<file path="src/rtl/switch_port_bridge_pkg.sv">
// Shared types for the switch port bridge: flit layout, packet tracker states and
// the header-length decode used to find packet boundaries on egress.
package switch_port_bridge_pkg;

    typedef logic [2:0] port_id_t;

    typedef struct packed {
        logic [3:0]  length;
        port_id_t    dest;
        logic [24:0] payload;
    } flit_t;

    typedef enum logic {
        PKT_IDLE = 1'b0,
        PKT_BODY = 1'b1
    } pkt_state_t;

    localparam int LEN_W = 4;

    // A zero length field is treated as a single-flit packet so the tracker never underflows.
    function automatic logic [LEN_W-1:0] expected_flits(input flit_t head);
        return (head.length == 4'd0) ? 4'd1 : head.length;
    endfunction

endpackage

</file>
<file path="src/rtl/switch_port_bridge_fifo.sv">
// Show-ahead flit FIFO: head is visible on rd_data whenever not empty, zero otherwise.
module switch_port_bridge_fifo
    import switch_port_bridge_pkg::*;
#(
    parameter int DEPTH = 8
) (
    input  logic                     clk,
    input  logic                     n_rst,
    input  logic                     push,
    input  flit_t                    wr_data,
    input  logic                     pop,
    output flit_t                    rd_data,
    output logic                     full,
    output logic                     empty,
    output logic [$clog2(DEPTH):0]   count
);

    localparam int AW = $clog2(DEPTH);
    localparam int CW = AW + 1;

    flit_t          mem_r [DEPTH];
    logic [AW-1:0]  wr_ptr_r;
    logic [AW-1:0]  rd_ptr_r;
    logic [CW-1:0]  count_r;
    logic           do_push_s;
    logic           do_pop_s;

    assign full      = (count_r == CW'(DEPTH));
    assign empty     = (count_r == CW'(0));
    assign count     = count_r;
    assign do_push_s = push && !full;
    assign do_pop_s  = pop && !empty;
    assign rd_data   = empty ? flit_t'('0) : mem_r[rd_ptr_r];

    // Storage array; contents are don't-care until written, so no reset.
    always_ff @(posedge clk) begin
        if (do_push_s) begin
            mem_r[wr_ptr_r] <= wr_data;
        end
    end

    // Pointers wrap naturally at the power-of-two depth; occupancy tracks push/pop.
    always_ff @(posedge clk or negedge n_rst) begin
        if (!n_rst) begin
            wr_ptr_r <= AW'(0);
            rd_ptr_r <= AW'(0);
            count_r  <= CW'(0);
        end else begin
            if (do_push_s) begin
                wr_ptr_r <= wr_ptr_r + AW'(1);
            end
            if (do_pop_s) begin
                rd_ptr_r <= rd_ptr_r + AW'(1);
            end
            case ({do_push_s, do_pop_s})
                2'b10:   count_r <= count_r + CW'(1);
                2'b01:   count_r <= count_r - CW'(1);
                default: count_r <= count_r;
            endcase
        end
    end

endmodule

</file>
<file path="src/rtl/switch_port_bridge.sv">
// Per-port ingress/egress flit buffering between external streams and switch ports.
// Define SWITCH_PORT_BRIDGE_STATS_EN to add saturating per-port flit/packet counters.
module switch_port_bridge
    import switch_port_bridge_pkg::*;
#(
    parameter int NUM_PORTS  = 2,
    parameter int FIFO_DEPTH = 8
) (
    input  logic                 clk,
    input  logic                 n_rst,
    input  flit_t                in_flit           [NUM_PORTS],
    input  logic [NUM_PORTS-1:0] in_valid,
    output logic [NUM_PORTS-1:0] in_ready,
    output flit_t                sw_in             [NUM_PORTS],
    output logic [NUM_PORTS-1:0] sw_data_ready_in,
    input  logic [NUM_PORTS-1:0] sw_in_credit,
    input  flit_t                sw_out            [NUM_PORTS],
    input  logic [NUM_PORTS-1:0] sw_data_ready_out,
    output logic [NUM_PORTS-1:0] sw_packet_sent,
    output flit_t                eg_flit           [NUM_PORTS],
    output logic [NUM_PORTS-1:0] eg_valid,
    input  logic [NUM_PORTS-1:0] eg_ready,
    output logic [NUM_PORTS-1:0] overflow
`ifdef SWITCH_PORT_BRIDGE_STATS_EN
    ,
    output logic [31:0]          stat_in_flits     [NUM_PORTS],
    output logic [31:0]          stat_eg_pkts      [NUM_PORTS]
`endif
);

    localparam int CW = $clog2(FIFO_DEPTH) + 1;

    for (genvar p = 0; p < NUM_PORTS; p++) begin : g_port
        logic             in_full_s;
        logic             in_empty_s;
        logic [CW-1:0]    in_count_s;
        flit_t            in_head_s;
        logic             issue_s;
        logic             eg_full_s;
        logic             eg_empty_s;
        logic [CW-1:0]    eg_count_s;
        flit_t            eg_head_s;
        logic             eg_pop_s;
        logic             unused_count_s;
        flit_t            sw_in_r;
        logic             strobe_r;
        logic             overflow_r;
        logic             sent_r;
        pkt_state_t       state_r;
        logic [LEN_W-1:0] remaining_r;

        switch_port_bridge_fifo #(.DEPTH(FIFO_DEPTH)) u_in_fifo (
            .clk     (clk),
            .n_rst   (n_rst),
            .push    (in_valid[p]),
            .wr_data (in_flit[p]),
            .pop     (issue_s),
            .rd_data (in_head_s),
            .full    (in_full_s),
            .empty   (in_empty_s),
            .count   (in_count_s)
        );

        // Egress drops strobes while full; the FIFO itself refuses the push.
        switch_port_bridge_fifo #(.DEPTH(FIFO_DEPTH)) u_eg_fifo (
            .clk     (clk),
            .n_rst   (n_rst),
            .push    (sw_data_ready_out[p]),
            .wr_data (sw_out[p]),
            .pop     (eg_pop_s),
            .rd_data (eg_head_s),
            .full    (eg_full_s),
            .empty   (eg_empty_s),
            .count   (eg_count_s)
        );

        assign issue_s             = !in_empty_s && sw_in_credit[p];
        assign eg_pop_s            = !eg_empty_s && eg_ready[p];
        assign unused_count_s      = ^{in_count_s, eg_count_s};
        assign in_ready[p]         = !in_full_s;
        assign sw_in[p]            = sw_in_r;
        assign sw_data_ready_in[p] = strobe_r;
        assign eg_flit[p]          = eg_head_s;
        assign eg_valid[p]         = !eg_empty_s;
        assign overflow[p]         = overflow_r;
        assign sw_packet_sent[p]   = sent_r;

        // Issue the ingress head to the switch with a one-cycle strobe; sw_in holds between issues.
        always_ff @(posedge clk or negedge n_rst) begin
            if (!n_rst) begin
                sw_in_r  <= flit_t'('0);
                strobe_r <= 1'b0;
            end else begin
                strobe_r <= issue_s;
                if (issue_s) begin
                    sw_in_r <= in_head_s;
                end
            end
        end

        // Sticky flag for a switch output strobe arriving while egress is full.
        always_ff @(posedge clk or negedge n_rst) begin
            if (!n_rst) begin
                overflow_r <= 1'b0;
            end else if (sw_data_ready_out[p] && eg_full_s) begin
                overflow_r <= 1'b1;
            end
        end

        // Packet boundary tracker on egress pops; pulse follows the pop of the last flit.
        always_ff @(posedge clk or negedge n_rst) begin
            if (!n_rst) begin
                state_r     <= PKT_IDLE;
                remaining_r <= LEN_W'(0);
                sent_r      <= 1'b0;
            end else begin
                sent_r <= 1'b0;
                if (eg_pop_s) begin
                    case (state_r)
                        PKT_IDLE: begin
                            if (expected_flits(eg_head_s) == LEN_W'(1)) begin
                                sent_r <= 1'b1;
                            end else begin
                                remaining_r <= expected_flits(eg_head_s) - LEN_W'(1);
                                state_r     <= PKT_BODY;
                            end
                        end
                        PKT_BODY: begin
                            remaining_r <= remaining_r - LEN_W'(1);
                            if (remaining_r == LEN_W'(1)) begin
                                sent_r  <= 1'b1;
                                state_r <= PKT_IDLE;
                            end
                        end
                        default: begin
                            state_r     <= PKT_IDLE;
                            remaining_r <= LEN_W'(0);
                        end
                    endcase
                end
            end
        end

`ifdef SWITCH_PORT_BRIDGE_STATS_EN
        logic [31:0] stat_in_r;
        logic [31:0] stat_pkt_r;

        assign stat_in_flits[p] = stat_in_r;
        assign stat_eg_pkts[p]  = stat_pkt_r;

        // Saturating counters of issued ingress flits and completed egress packets.
        always_ff @(posedge clk or negedge n_rst) begin
            if (!n_rst) begin
                stat_in_r  <= 32'd0;
                stat_pkt_r <= 32'd0;
            end else begin
                if (issue_s && (stat_in_r != 32'hFFFF_FFFF)) begin
                    stat_in_r <= stat_in_r + 32'd1;
                end
                if (sent_r && (stat_pkt_r != 32'hFFFF_FFFF)) begin
                    stat_pkt_r <= stat_pkt_r + 32'd1;
                end
            end
        end
`endif
    end

endmodule

</file>
<file path="config.mk">
export PLATFORM = sky130hd
export DESIGN_NAME = switch_port_bridge
export DESIGN_NICKNAME = d
export VERILOG_FILES = /design/src/rtl/switch_port_bridge_pkg.sv /design/src/rtl/switch_port_bridge_fifo.sv /design/src/rtl/switch_port_bridge.sv
export SDC_FILE = /design/constraint.sdc
export NUM_CORES = 1
export LEC_CHECK = 0
export ABC_CLOCK_PERIOD_IN_PS = 3550
export CAP_MARGIN = 15
export CORE_UTILIZATION = 38
export CTS_CLUSTER_SIZE = 20
export DETAILED_ROUTE_END_ITERATION = 8
export GPL_TIMING_DRIVEN = 1
export SETUP_SLACK_MARGIN = 0.5
export SLEW_MARGIN = 40
export SYNTH_ARGS = -nofsm -noshare
export SYNTH_HDL_FRONTEND = slang
export SYNTH_SLANG_ARGS = --single-unit
</file>
<file path="constraint.sdc">
create_clock -name clk -period 3.55 [get_ports clk]
set_input_delay 0.71 -clock clk [delete_from_list [all_inputs] [get_ports clk]]
set_output_delay 0.71 -clock clk [all_outputs]
set_load 0.02 [all_outputs]
</file>
# --- Word level (Yosys, flattened, before mapping) ---
# Memory sizes are Yosys's and may differ from the RTL's. A register that Yosys moved wholly into a read port is not among the register bits.
# Index checks and enable logic that the tools add are counted.
word_totals:
  register_bits: 56
  mem_bits_rw: 1024
  in_bits: 138
  n_memories: 4
  output_inout_bits: 138
  latchBits: 0
  rom_bits: 0
classes:
  n_mul: 0
  n_addsub: 20
  div_mod_pow: 0
  shift: 0
  n_eq_ne: 18
  magnitude_cmp: 0
  reduce_logical: 36
  bitwise_logic: 2
  muxes: 34
mem_list:
  columns: ["memory", "words", "width", "rd", "rd_ports_with_merged_regs", "wr", "line_no", "text"]
  rows:
  - ["g_port[0].u_eg_fifo.mem_r", 8, 32, 1, 0, 1, "switch_port_bridge_fifo.sv:21", "flit_t mem_r [DEPTH];"]
  - ["g_port[0].u_in_fifo.mem_r", 8, 32, 1, 1, 1, "switch_port_bridge_fifo.sv:21", null]
  - ["g_port[1].u_eg_fifo.mem_r", 8, 32, 1, 0, 1, "switch_port_bridge_fifo.sv:21", null]
  - ["g_port[1].u_in_fifo.mem_r", 8, 32, 1, 1, 1, "switch_port_bridge_fifo.sv:21", null]
op_table:
  columns: ["cell", "n"]
  rows:
  - ["$mux 32", 2]
  - ["$pmux 4 s2", 6]
  - ["$sub 4x1->4 const B", 8]
  - ["$add 3x1->3 const B", 8]
  - ["$logic_not 4->1", 6]
  - ["$mux 1", 18]
  - ["$add 4x1->4 const B", 4]
  - ["$eq 4x1->1 const B", 4]
  - ["$eq 4x4->1 const B", 4]
  - ["$mux 4", 4]
  - ["$logic_and 1x1->1", 14]
  - ["$logic_not 1->1", 10]
  - ["$eq 2x1->1 const B", 4]
  - ["$eq 2x2->1 const B", 4]
  - ["$pmux 1 s2", 4]
  - ["$reduce_bool 2->1", 4]
  - ["$ne 2x2->1 const B", 2]
  - ["$reduce_and 2->1", 2]
  - ["$not 1->1", 2]

# --- Depth between registers and ports, before layout ---
logic_depth:
  depth_word: 8
  ltp_mapped: 12
  depth_no_buf: 11

# --- Modules after synthesis ---
# From an unflattened synthesis, not the netlist that was laid out.
hier_totals:
  hier_cells: 2115
  area_unflattened_um2: 44764.2
modules_own_cells:
  columns: ["mod", "seq_area_each_um2", "cells_per_inst", "area_per_inst_um2", "n_inst"]
  rows:
  - ["switch_port_bridge_fifo (g_port[0].u_eg_fifo ...)", 7937.6, 467, 10337.4, 3]
  - ["switch_port_bridge_fifo (g_port[0].u_in_fifo)", 7937.6, 466, 10332.4, 1]
  - ["switch_port_bridge", 2001.9, 248, 3419.5, 1]

# --- Worst setup path before layout ---
# OpenSTA, ideal clock, no wires.
synth_timing:
  kind: "reg2reg"
  from: "register g_port[0].u_in_fifo.count_r[0]"
  to: "memory g_port[0].u_in_fifo.mem_r[0][0] (netlist bit) (enable)"
  synth_period_minus_slack_ps: 3816
  path_stages_with_launch: 6
  required_time_ps: 3089
  slack_ps: -266
  n_path_buf: 0
  arrival_ps: 3355
  path_cell_list: "dfrtp_1 > nor3_1 > nand2_1 > nand2_1 > or2_2 > nor3_1"
synth_via:
  elab_chain_len: 5
synth_lines:
  columns: ["element", "line_no", "text"]
  rows:
  - ["start, declared", "switch_port_bridge_fifo.sv:24", "logic [CW-1:0] count_r;"]
  - ["start signal, assigned", "switch_port_bridge_fifo.sv:56", "2'b10: count_r <= count_r + CW'(1);"]
  - ["start signal, assigned", "switch_port_bridge_fifo.sv:57", "2'b01: count_r <= count_r - CW'(1);"]
  - ["start signal, assigned", "switch_port_bridge_fifo.sv:58", "default: count_r <= count_r;"]
  - ["$eq 4x4->1", "switch_port_bridge_fifo.sv:28", "assign full = (count_r == CW'(DEPTH));"]
  - ["$logic_not 1->1", null, null]
  - ["named net in_ready[0]", "switch_port_bridge.sv:13", "output logic [NUM_PORTS-1:0] in_ready,"]
  - ["$logic_and 1x1->1", "switch_port_bridge_fifo.sv:31", "assign do_push_s = push && !full;"]
  - ["$mux 1", "switch_port_bridge_fifo.sv:37", "if (do_push_s) begin"]
  - ["$mux 1 (implied by the code)", "switch_port_bridge_fifo.sv:38", "mem_r[wr_ptr_r] <= wr_data;"]
  - ["end, declared", "switch_port_bridge_fifo.sv:21", null]
# The timed path passes the listed nets, and every way through them passes these cells.

==> out/metrics.yaml <==
timing:
  min_period_ns: 3.17
  setup_tns_ns: 0
  worst_pin_slew_ns: 0.728
  final.period_utilization_pct: 89.3
  rsz0062_at_grt: "true"
  slew_violations: 0
  finalSetupViolations: 0
  fin_worst_skew_ns: 0.0196
  slew_headroom_pct: 51.5
  max_freq_mhz: 316
  final.setup.worst_slack_ns: 0.381
  hold_violations: 0
clock_network:
  clkLatencyLatePin_ns: 0.69
  clkTransAtPathRegs_ns: 0.06
  cts_sinks: 1144
  clockBufferDepth: 3
  cts_buffers: 116
  cts_tree: "built"
  htree_levels: 3
  cts_root_buf: "clkbuf_16"
synth:
  synth.distinct_cells: 59
  yosysTopAreaCell: "edfxtp_1"
  synth-async-reset-ratio_pct: 10.5
  synth-main-ff-cell: "edfxtp_1"
  synth_area_per_cell_um2: 20.6
  ys_warn_count: 0
  synth_edf_count: 1024
  syn-num-nets: 2309
  synth_area_um2: 44100
  ys_ff_latch: 1144
  synth_cells: 2139
  synth_area_leaders: "edfxtp_1 70%, mux4_2 13%, dfrtp_1 6.8%"
  yosysSeqAreaShare_pct: 76.6
  synth_top_area_share_pct: 69.8
placement:
  dp_hpwl_mm: 54.0
  dp.cells: 3899
  portBuffers: 275
  dp_slack_ns: 0.494
  place.gp.congestion: 0.740
floorplanning:
  die_area_um2: 117000
  core-area_um2: 115000
  io_pins: 276
  chipWidth_um: 343
  floorplan.rows: 124
  start_util_pct: 38.4
  die_y_um: 343
grt:
  grt_usage_pct: 16.5
  grt_pass1_vias: 23200
  grt_overflow_total: 0
  antenna_found_initial: 11
  grt_pass1_wl_mm: 144
  grt_max_degree: 67
flow_run:
  maxCapViolCount: 0
finish:
  layout_common_cells: "1024 x edfxtp_1, 249 x mux4_2, 208 x clkdlybuf4s50_1"
  synthToLayoutAreaGrowth_pct: 23.0
  num-nets-final: 2731
  final_cell_count_no_fill: 4177
  drive_gt1_share_pct: 26.8
  final_common_cell: "edfxtp_1"
power_and_ir_drop:
  p_total_mw: 47.0
  power_density_nw_per_um2: 866
  p_int_mw: 32.3
  p_sw_mw: 14.7
  leakage_nw: 18.4
  pwr-share-comb_pct: 33.9
  seq_power_share_pct: 39.7
  p_clk_share_pct: 26.5
  vdd_drop_max_uv: 501
  p_sw_share_pct: 31.3
routing:
  drt_pass1_iterations: 7
  drt-wirelength-per-cell_um: 23.0
  postRouteAntennaNets: 0
  drt_iter0_drc: 1442
  dr_total_vias: 21500
  drt_wl_total_mm: 96.2
  drc: 22
  vias_per_cell: 5.15
critical_path:
  arrival_ns: 2.46
  worstPathMaxFanout: 8
  crit_path_end_kind: "output port"
  start_kind: "flop"
  required_ns: 2.84
  path_class: "flop to output port"
status:
  violations: "design-rule violations"
  outcome: "finished with violations"
min_path:
  holdCritPathClass: "flop to flop"
[worst max-delay path: stages (launching register included)]
cell	delay [ns]
dfrtp_4	0.51
buf_6	0.17
buf_16	0.15
mux4_2	0.49
mux2i_1	0.20
nor2_2	0.10
buf_6	0.15
[synth_stat cells, types with 2 or more instances]
| master | number |
|---|---|
| buf_2 | 28 |
| mux2i_1 | 145 |
| a22oi_1 | 7 |
| and2_1 | 6 |
| a222oi_1 | 2 |
| a221o_1 | 2 |
| a22o_1 | 2 |
| fa_1 | 4 |
| ha_1 | 28 |
| a21o_1 | 5 |
| or2_2 | 2 |
| o31ai_1 | 2 |
| a31oi_1 | 3 |
| nand2_1 | 125 |
| nand2b_1 | 12 |
| o41ai_1 | 2 |
| nand3_1 | 7 |
| nor2_1 | 93 |
| nor3_1 | 15 |
| inv_2 | 9 |
| o21ai_1 | 10 |
| mux2_2 | 2 |
| a21boi_1 | 2 |
| clkbuf_1 | 44 |
| xnor2_1 | 20 |
| edfxtp_1 | 1024 |
| nor2b_1 | 5 |
| mux4_2 | 248 |
| dfrtp_1 | 120 |
| a21oi_1 | 8 |
| nand4_1 | 3 |
| inv_1 | 27 |
| o21ai_0 | 66 |
| a31o_2 | 3 |
| xor2_1 | 8 |
| buf_1 | 18 |
| buf_4 | 10 |
[flip-flops by register name, summed over array words and instances (netlist names)]
name                       count
g_port.u_eg_fifo.mem_r       512
g_port.u_in_fifo.mem_r       512
sw_in                         64
g_port.remaining_r             8
g_port.u_eg_fifo.count         8
g_port.u_in_fifo.count         8
g_port.u_eg_fifo.rd_ptr_r      6
g_port.u_eg_fifo.wr_ptr_r      6
g_port.u_in_fifo.rd_ptr_r      6
g_port.u_in_fifo.wr_ptr_r      6
g_port.overflow_r              2
g_port.sent_r                  2
g_port.state_r                 2
g_port.strobe_r                2
[kinds of logic (layout without fill, tap and decap cells)]
family,Yosys count,count (layout),synth area share [%]
flip-flops,1144,1144,76.6
multiplexers,397,397,16.1
buffers and inverters,137,659,1.35
adder cells (fa/ha/maj),32,32,0.976
AND/OR/NAND/NOR,275,275,2.66
XOR/XNOR,28,28,0.556
other,0,4,0
AO/OA/AOI/OAI,126,126,1.77
[final cells by class]
cell class / instances / area, um2
diodes: 4 / 10.0
clock buffers: 154 / 3160
clock inverters: 64 / 786
fillers: 9426 / 60400
inverters: 36 / 138
multi-input cells: 858 / 10100
flip-flops and latches: 1144 / 33800
well taps: 1512 / 1890
repair buffers: 405 / 4390
[through the flow]
stage | instance area [um2] | hold slack (ns) | util (%)
floorplan | 44100 | 0.414 | -
global placement | 49500 | 0.451 | 43.2
detailed placement | 49500 | 0.471 | 43.2
CTS | 54000 | 0.485 | 47.1
global route | 54200 | 0.497 | 47.3
finish | 54200 | 0.477 | 47.3
[per-layer routing]
metal / part of all wire, % / global-route usage [%] / up-vias / wire length, um
li1: - / - / 9497 / -
met3: 5.2 / 3.14 / 151 / 5010
met4: 2.1 / 4.84 / 16 / 2020
met5: 0.11 / 0 / - / 107
met1: 42 / 21.6 / 11300 / 40700
met2: 50 / 27.9 / 542 / 48400
[power groups by stage]
| stage | Sequential, mW | Clock [mW] | Combinational, mW |
|---|---|---|---|
| 3_3_place_gp | 18.9 | 0 | 14.8 |
| 4_1_cts | 18.7 | 12.7 | 15.8 |
| 2_1_floorplan | 18.6 | 0 | 9.36 |
| 6_report | 18.6 | 12.4 | 15.9 |
| 3_5_place_dp | 19.0 | 0 | 15.1 |
| 5_1_grt | 18.9 | 13.2 | 17.1 |
[final timing paths]
path,from,end,slack (ns),cells after the start
min reg2reg,sw_in[17]$_DFFE_PN0P_,sw_in[17]$_DFFE_PN0P_,0.48,2
max in group asynchronous,n_rst,g_port[1].u_eg_fifo.rd_ptr_r[0]$_DFFE_PN0P_,2.09,3
min in group asynchronous,n_rst,sw_in[60]$_DFFE_PN0P_,0.57,2
max reg2reg,g_port[0].u_eg_fifo.rd_ptr_r[1]$_DFFE_PN0P_,g_port[0].remaining_r[2]$_DFFE_PN0P_,0.64,12
min,sw_in[17]$_DFFE_PN0P_,sw_in[17]$_DFFE_PN0P_,0.48,2
max,g_port[0].u_eg_fifo.rd_ptr_r[0]$_DFFE_PN0P_,eg_flit[56],0.38,6
[timing repair]
action | 4_1_cts | 5_1_grt
buffers inserted | 36 | 5
hold buffers | 1 | 0
hold endpoints to repair | 5 | 0
cloned | 9 | 5
resized for setup | 297 | 39
endpoints found under the setup margin | 66 | 68
pin swaps | 12 | 14
Note: power is estimated with default switching activity, not from simulation.
